$ cat config.mk
export PLATFORM = sky130hd
export DESIGN_NAME = sad_search_ctrl
export DESIGN_NICKNAME = d
export VERILOG_FILES = /design/src/rtl/sad_pkg.sv /design/src/rtl/sad_addr_gen.sv /design/src/rtl/sad_search_ctrl.sv
export SDC_FILE = /design/constraint.sdc
export NUM_CORES = 1
export LEC_CHECK = 0
export CORE_MARGIN = 8
export CORE_UTILIZATION = 55
export CTS_BUF_LIST = sky130_fd_sc_hd__clkbuf_4
export CTS_CLUSTER_DIAMETER = 200
export DETAILED_ROUTE_END_ITERATION = 16
export PLACE_DENSITY = 0.93
export SLEW_MARGIN = 15
export SYNTH_ARGS = -nofsm -noshare
export SYNTH_HDL_FRONTEND = slang
export SYNTH_SLANG_ARGS = --single-unit
$ cat constraint.sdc
create_clock -name Clk -period 4.07 [get_ports Clk]
set_clock_uncertainty 0.1 [all_clocks]
set_input_delay 0.6105 -clock Clk [delete_from_list [all_inputs] [get_ports Clk]]
set_output_delay 0.6105 -clock Clk [all_outputs]
set_load 0.05 [all_outputs]
$ cat src/rtl/sad_pkg.sv
// Shared definitions for the SAD search-window sequencer: default widths,
// the all-ones SAD ceiling and the sequencer state encoding.
package sad_pkg;

  localparam int SAD_W_DEFAULT = 32;
  localparam int IDX_W_DEFAULT = 8;

  localparam logic [SAD_W_DEFAULT-1:0] SAD_MAX = '1;

  typedef enum logic [1:0] {
    IDLE = 2'd0,
    RUN  = 2'd1,
    DONE = 2'd2
  } state_t;

endpackage

$ cat src/rtl/sad_addr_gen.sv
// Row-major (row, column) walker: column advances on step and wraps into the
// next row; last flags the final coordinate of the window.
module sad_addr_gen #(
  parameter int ROWS  = 16,
  parameter int COLS  = 16,
  parameter int IDX_W = 8
) (
  input  logic             clk,
  input  logic             rst,
  input  logic             clear,
  input  logic             step,
  output logic [IDX_W-1:0] row,
  output logic [IDX_W-1:0] col,
  output logic             last
);

  localparam logic [IDX_W-1:0] ROW_LAST = IDX_W'(ROWS - 1);
  localparam logic [IDX_W-1:0] COL_LAST = IDX_W'(COLS - 1);

  always_ff @(posedge clk) begin
    if (rst || clear) begin
      row <= '0;
      col <= '0;
    end else if (step) begin
      if (col == COL_LAST) begin
        col <= '0;
        row <= (row == ROW_LAST) ? '0 : row + 1'b1;
      end else begin
        col <= col + 1'b1;
      end
    end
  end

  assign last = (row == ROW_LAST) && (col == COL_LAST);

endmodule

$ cat src/rtl/sad_search_ctrl.sv
// Search-window sequencer: issues every candidate displacement to the SAD
// engine and tracks the minimum. Optional early exit on a zero SAD is
// enabled by defining SAD_EARLY_EXIT_EN.
module sad_search_ctrl
  import sad_pkg::*;
#(
  parameter int ROWS    = 16,
  parameter int COLS    = 16,
  parameter int SAD_W   = SAD_W_DEFAULT,
  parameter int IDX_W   = IDX_W_DEFAULT,
  parameter int MAX_OUT = 4
) (
  input  logic             Clk,
  input  logic             Rst,
  input  logic             Start,
  output logic             Busy,
  output logic             CandValid,
  input  logic             CandReady,
  output logic [IDX_W-1:0] CandRow,
  output logic [IDX_W-1:0] CandColumn,
  input  logic             SADValid,
  input  logic [SAD_W-1:0] SADIn,
  output logic             Done,
  output logic [SAD_W-1:0] MinSAD,
  output logic [IDX_W-1:0] MinSADRow,
  output logic [IDX_W-1:0] MinSADColumn
);

  localparam logic [3:0]       OUT_LIMIT = 4'(MAX_OUT);
  localparam logic [SAD_W-1:0] MIN_INIT  = '1;

  state_t           state, state_next;
  logic             run, start_run, issue_step, accept;
  logic             issue_last, res_last, issue_done;
  logic             stop, stop_next;
  logic [3:0]       outstanding, out_next;
  logic [IDX_W-1:0] res_row, res_col;

  assign run        = (state == RUN);
  assign start_run  = (state == IDLE) && Start;
  assign CandValid  = run && !issue_done && !stop && (outstanding < OUT_LIMIT);
  assign issue_step = CandValid && CandReady;
  // Results with nothing outstanding, or outside RUN, are stale and dropped.
  assign accept     = run && SADValid && (outstanding != 4'd0);
  assign Busy       = run;
  assign Done       = (state == DONE);

  sad_addr_gen #(.ROWS(ROWS), .COLS(COLS), .IDX_W(IDX_W)) u_issue_gen (
    .clk(Clk), .rst(Rst), .clear(start_run), .step(issue_step),
    .row(CandRow), .col(CandColumn), .last(issue_last)
  );

  sad_addr_gen #(.ROWS(ROWS), .COLS(COLS), .IDX_W(IDX_W)) u_result_gen (
    .clk(Clk), .rst(Rst), .clear(start_run), .step(accept),
    .row(res_row), .col(res_col), .last(res_last)
  );

  always_comb begin
    out_next = outstanding;
    if (issue_step && !accept)
      out_next = outstanding + 4'd1;
    else if (!issue_step && accept)
      out_next = outstanding - 4'd1;
  end

`ifdef SAD_EARLY_EXIT_EN
  assign stop_next = stop || (accept && (SADIn == '0));

  always_ff @(posedge Clk) begin
    if (Rst || start_run)
      stop <= 1'b0;
    else if (run)
      stop <= stop_next;
  end
`else
  assign stop      = 1'b0;
  assign stop_next = 1'b0;
`endif

  always_ff @(posedge Clk) begin
    if (Rst)
      state <= IDLE;
    else
      state <= state_next;
  end

  always_comb begin
    state_next = state;
    case (state)
      IDLE: if (Start) state_next = RUN;
      RUN: begin
        if (accept && res_last)
          state_next = DONE;
        else if (stop_next && (out_next == 4'd0))
          state_next = DONE;
      end
      DONE:    state_next = IDLE;
      default: state_next = IDLE;
    endcase
  end

  always_ff @(posedge Clk) begin
    if (Rst || start_run) begin
      outstanding <= 4'd0;
      issue_done  <= 1'b0;
    end else if (run) begin
      outstanding <= out_next;
      if (issue_step && issue_last)
        issue_done <= 1'b1;
    end
  end

  // Strict compare keeps the earliest candidate among equal minima.
  always_ff @(posedge Clk) begin
    if (Rst || start_run) begin
      MinSAD       <= MIN_INIT;
      MinSADRow    <= '0;
      MinSADColumn <= '0;
    end else if (accept && !stop && (SADIn < MinSAD)) begin
      MinSAD       <= SADIn;
      MinSADRow    <= res_row;
      MinSADColumn <= res_col;
    end
  end

endmodule

==> flow_summary.json <==
{
  "finalCriticalPeriod_ns": 2.93,
  "viasPerCell": 5.30,
  "cp-end-kind": "primary output",
  "overflow": 0,
  "synth-edff-count": 0,
  "worstMarginPinSlew_ns": 0.570,
  "critical_path_class": "reg2out",
  "ys.flop_type": "dfxtp_1",
  "vias": 3850,
  "ys_types": 43,
  "cts.path.max_buffers": 2,
  "reg2reg_slack_ns": 1.40,
  "start_util": 0.556,
  "maxCapViolations": 0,
  "worstHoldPathCells": 2,
  "peakVddDrop_uv": 178,
  "ys_ff_latch": 87,
  "worst_ep_arrival_time_ns": 2.22,
  "status": "completed",
  "r2r_end": "outstanding[3]",
  "min_from": "MinSADRow[6]",
  "antenna_found_initial": 0,
  "htree_levels": 3,
  "route.detailed.drc": 0,
  "p_int_mw": 1.19,
  "synthCells": 517,
  "leakage_nw": 2.43,
  "synth_fp_nets": 593,
  "fmax_mhz": 342,
  "p_sw_frac": 0.258,
  "cts_setup_buffers": 0,
  "grt_usage": 0.191,
  "fin_tns_setup_ns": 0,
  "yosysWarnings": 0,
  "reg2reg_depth": 11,
  "synth.top_cell.area_share": 0.389,
  "core_area_sq_mm": 0.00805,
  "slew_headroom": 0.616,
  "pwr-share-seq": 0.539,
  "power.density_mw_per_mm2": 278,
  "wl_per_cell_um": 14.9,
  "synth_largest_area_cell": "dfxtp_1",
  "cts_resized": 0,
  "layout.cells.non_filler": 727,
  "synth.area.top_cells": "dfxtp_1, mux2i_1, ha_1",
  "cts_tree": "done",
  "drive_above_1_share": 0.0482,
  "worst-endpoint-required_ns": 3.36,
  "diodes": 0,
  "grt_pass1_wl_um": 18100,
  "fin_crit_sh": 0.719,
  "yosysSeqAreaShare": 0.389,
  "die_w_um": 106,
  "clkSinkCount": 87,
  "syn_area_per_cell_sq_um": 8.67,
  "antenna_left": 0,
  "finalHoldViolCount": 0,
  "final_max_slew_viol_count": 0,
  "boundaryPins": 104,
  "root_buffer": "clkbuf_4",
  "grt_pass1_vias": 3959,
  "rsz0062_at_grt": "no",
  "grt_max_degree": 40,
  "min_to": "MinSADRow[6]",
  "p_clk_frac": 0.358,
  "synthArstFlopShare": 0,
  "die_area_sq_mm": 0.0113,
  "die_y_um": 106,
  "pwr-share-comb": 0.103,
  "placed_cells": 711,
  "wl_um": 10800,
  "clk_latency_ns": 0.44,
  "globalplace.congestion": 0.831,
  "worstSetupStartpointType": "flop",
  "fin_nets": 693,
  "fillers": 587,
  "port-buffer-count": 103,
  "num_rows": 33,
  "hp-class": "reg2reg",
  "dr.pass1.iters": 4,
  "areaGrowthSynthToFinish_pct": 28.3,
  "clkTransAtPathRegs_ns": 0.15,
  "drt_iter0_markers": 123,
  "switchingPower_uw": 412,
  "reg2reg_from": "outstanding[2]",
  "path_max_fanout": 4,
  "dpl.hpwl_um": 8350,
  "synth_area_sq_mm": 0.00448,
  "synth_most_common_cell": "nor2_1",
  "holdBufCountCts": 0,
  "setup_viol": 0,
  "numCtsBuffers": 9,
  "yosys-top-cells-count": "nor2_1, dfxtp_1, nand2_1"
}
## layer usage
layer	global-route usage	wire, um
met2	0.335	5320
met3	0.0593	711
met5	0	0
met1	0.215	4640
met4	0.0653	167
## power groups by stage
stage	logic, mW	clock network [mW]	registers [mW]
finish	0.165	0.574	0.862
global route	0.180	0.614	0.863
CTS	0.165	0.581	0.862
detailed placement	0.164	0	0.881
global placement	0.157	0	0.880
floorplan	0.0848	0	0.889
## cell usage in the layout, fill, tap and decap left out, types with 2 or more instances in the layout
| cell | count |
|---|---|
| nor3_1 | 6 |
| bufinv_16 | 2 |
| nor4_1 | 4 |
| nand2b_1 | 5 |
| nor4_4 | 2 |
| a21oi_1 | 18 |
| nor2b_1 | 2 |
| inv_1 | 34 |
| ha_1 | 38 |
| xor2_1 | 14 |
| a211o_1 | 2 |
| nor2_1 | 103 |
| a21o_1 | 2 |
| nand3_1 | 8 |
| dfxtp_1 | 87 |
| buf_4 | 5 |
| nand4_1 | 10 |
| clkbuf_4 | 10 |
| mux2i_1 | 51 |
| and4_1 | 3 |
| clkinv_4 | 2 |
| and2_1 | 2 |
| and3_1 | 6 |
| o21ai_0 | 10 |
| clkdlybuf4s50_1 | 103 |
| nand2_1 | 54 |
| or3_1 | 5 |
| xnor2_1 | 15 |
## worst max-delay path by stage
stage                        start    endpoint  slack [ns]  depth (start not counted)
global placement          SADIn[2]   MinSAD[8]        0.90                          9
finish              outstanding[2]   CandValid        1.14                          3
CTS                 outstanding[2]   CandValid        1.09                          3
detailed placement        SADIn[2]  MinSAD[19]        0.81                          9
floorplan                MinSAD[2]  MinSAD[10]        1.43                         10
global route        outstanding[2]   CandValid        1.02                          3
## per-stage QoR
stage	total power, mW	hold slack, ns	instance area (sq um)	utilization	setup slack (ns)
2_1_floorplan	0.974	0.341	4480	-	1.43
3_3_place_gp	1.04	0.343	5580	0.693	0.897
3_5_place_dp	1.04	0.350	5580	0.693	0.814
4_1_cts	1.61	0.373	5750	0.714	1.09
5_1_grt	1.66	0.393	5750	0.714	1.02
6_report	1.60	0.364	5750	0.714	1.14
## area by class of cell
class / instances / area (sq um) / share of cell area
clock buffers: 10 / 75.1 / 0.0131
clock inverters: 6 / 93.8 / 0.0163
inverters: 35 / 131 / 0.0228
multi-input cells: 376 / 2510 / 0.436
flip-flops and latches: 87 / 1740 / 0.303
well taps: 105 / 131 / 0.0228
repair buffers: 108 / 1070 / 0.186
## registers in the layout, indices dropped and copies added, names as in the netlist
| signal | cells |
|---|---|
| MinSADRow | 8 |
| MinSAD | 32 |
| MinSADColumn | 8 |
| outstanding | 4 |
| state | 2 |
| u_issue_gen.row | 8 |
| issue_done | 1 |
| u_result_gen.col | 8 |
| u_issue_gen.col | 8 |
| u_result_gen.row | 8 |
## critical path, cell delays in order (launching register included)
cell and delay [ns]:
dfxtp_1 0.39, nor3_1 0.39, and2_1 0.19, clkdlybuf4s50_1 0.80
## kinds of logic (layout without fill, tap and decap cells)
group                      Yosys count  after routing  share of synthesized area
AOI/OAI and AO/OA                   40             40                     0.0522
buffers and inverters               54            159                     0.0542
xor gates and xnor gates            29             29                     0.0567
adders and majority gates           39             39                      0.111
DFF                                 87             87                      0.389
muxes                               51             51                      0.114
and+or+nand+nor                    217            217                      0.224
No activity file was read; power rests on OpenSTA's default activity.
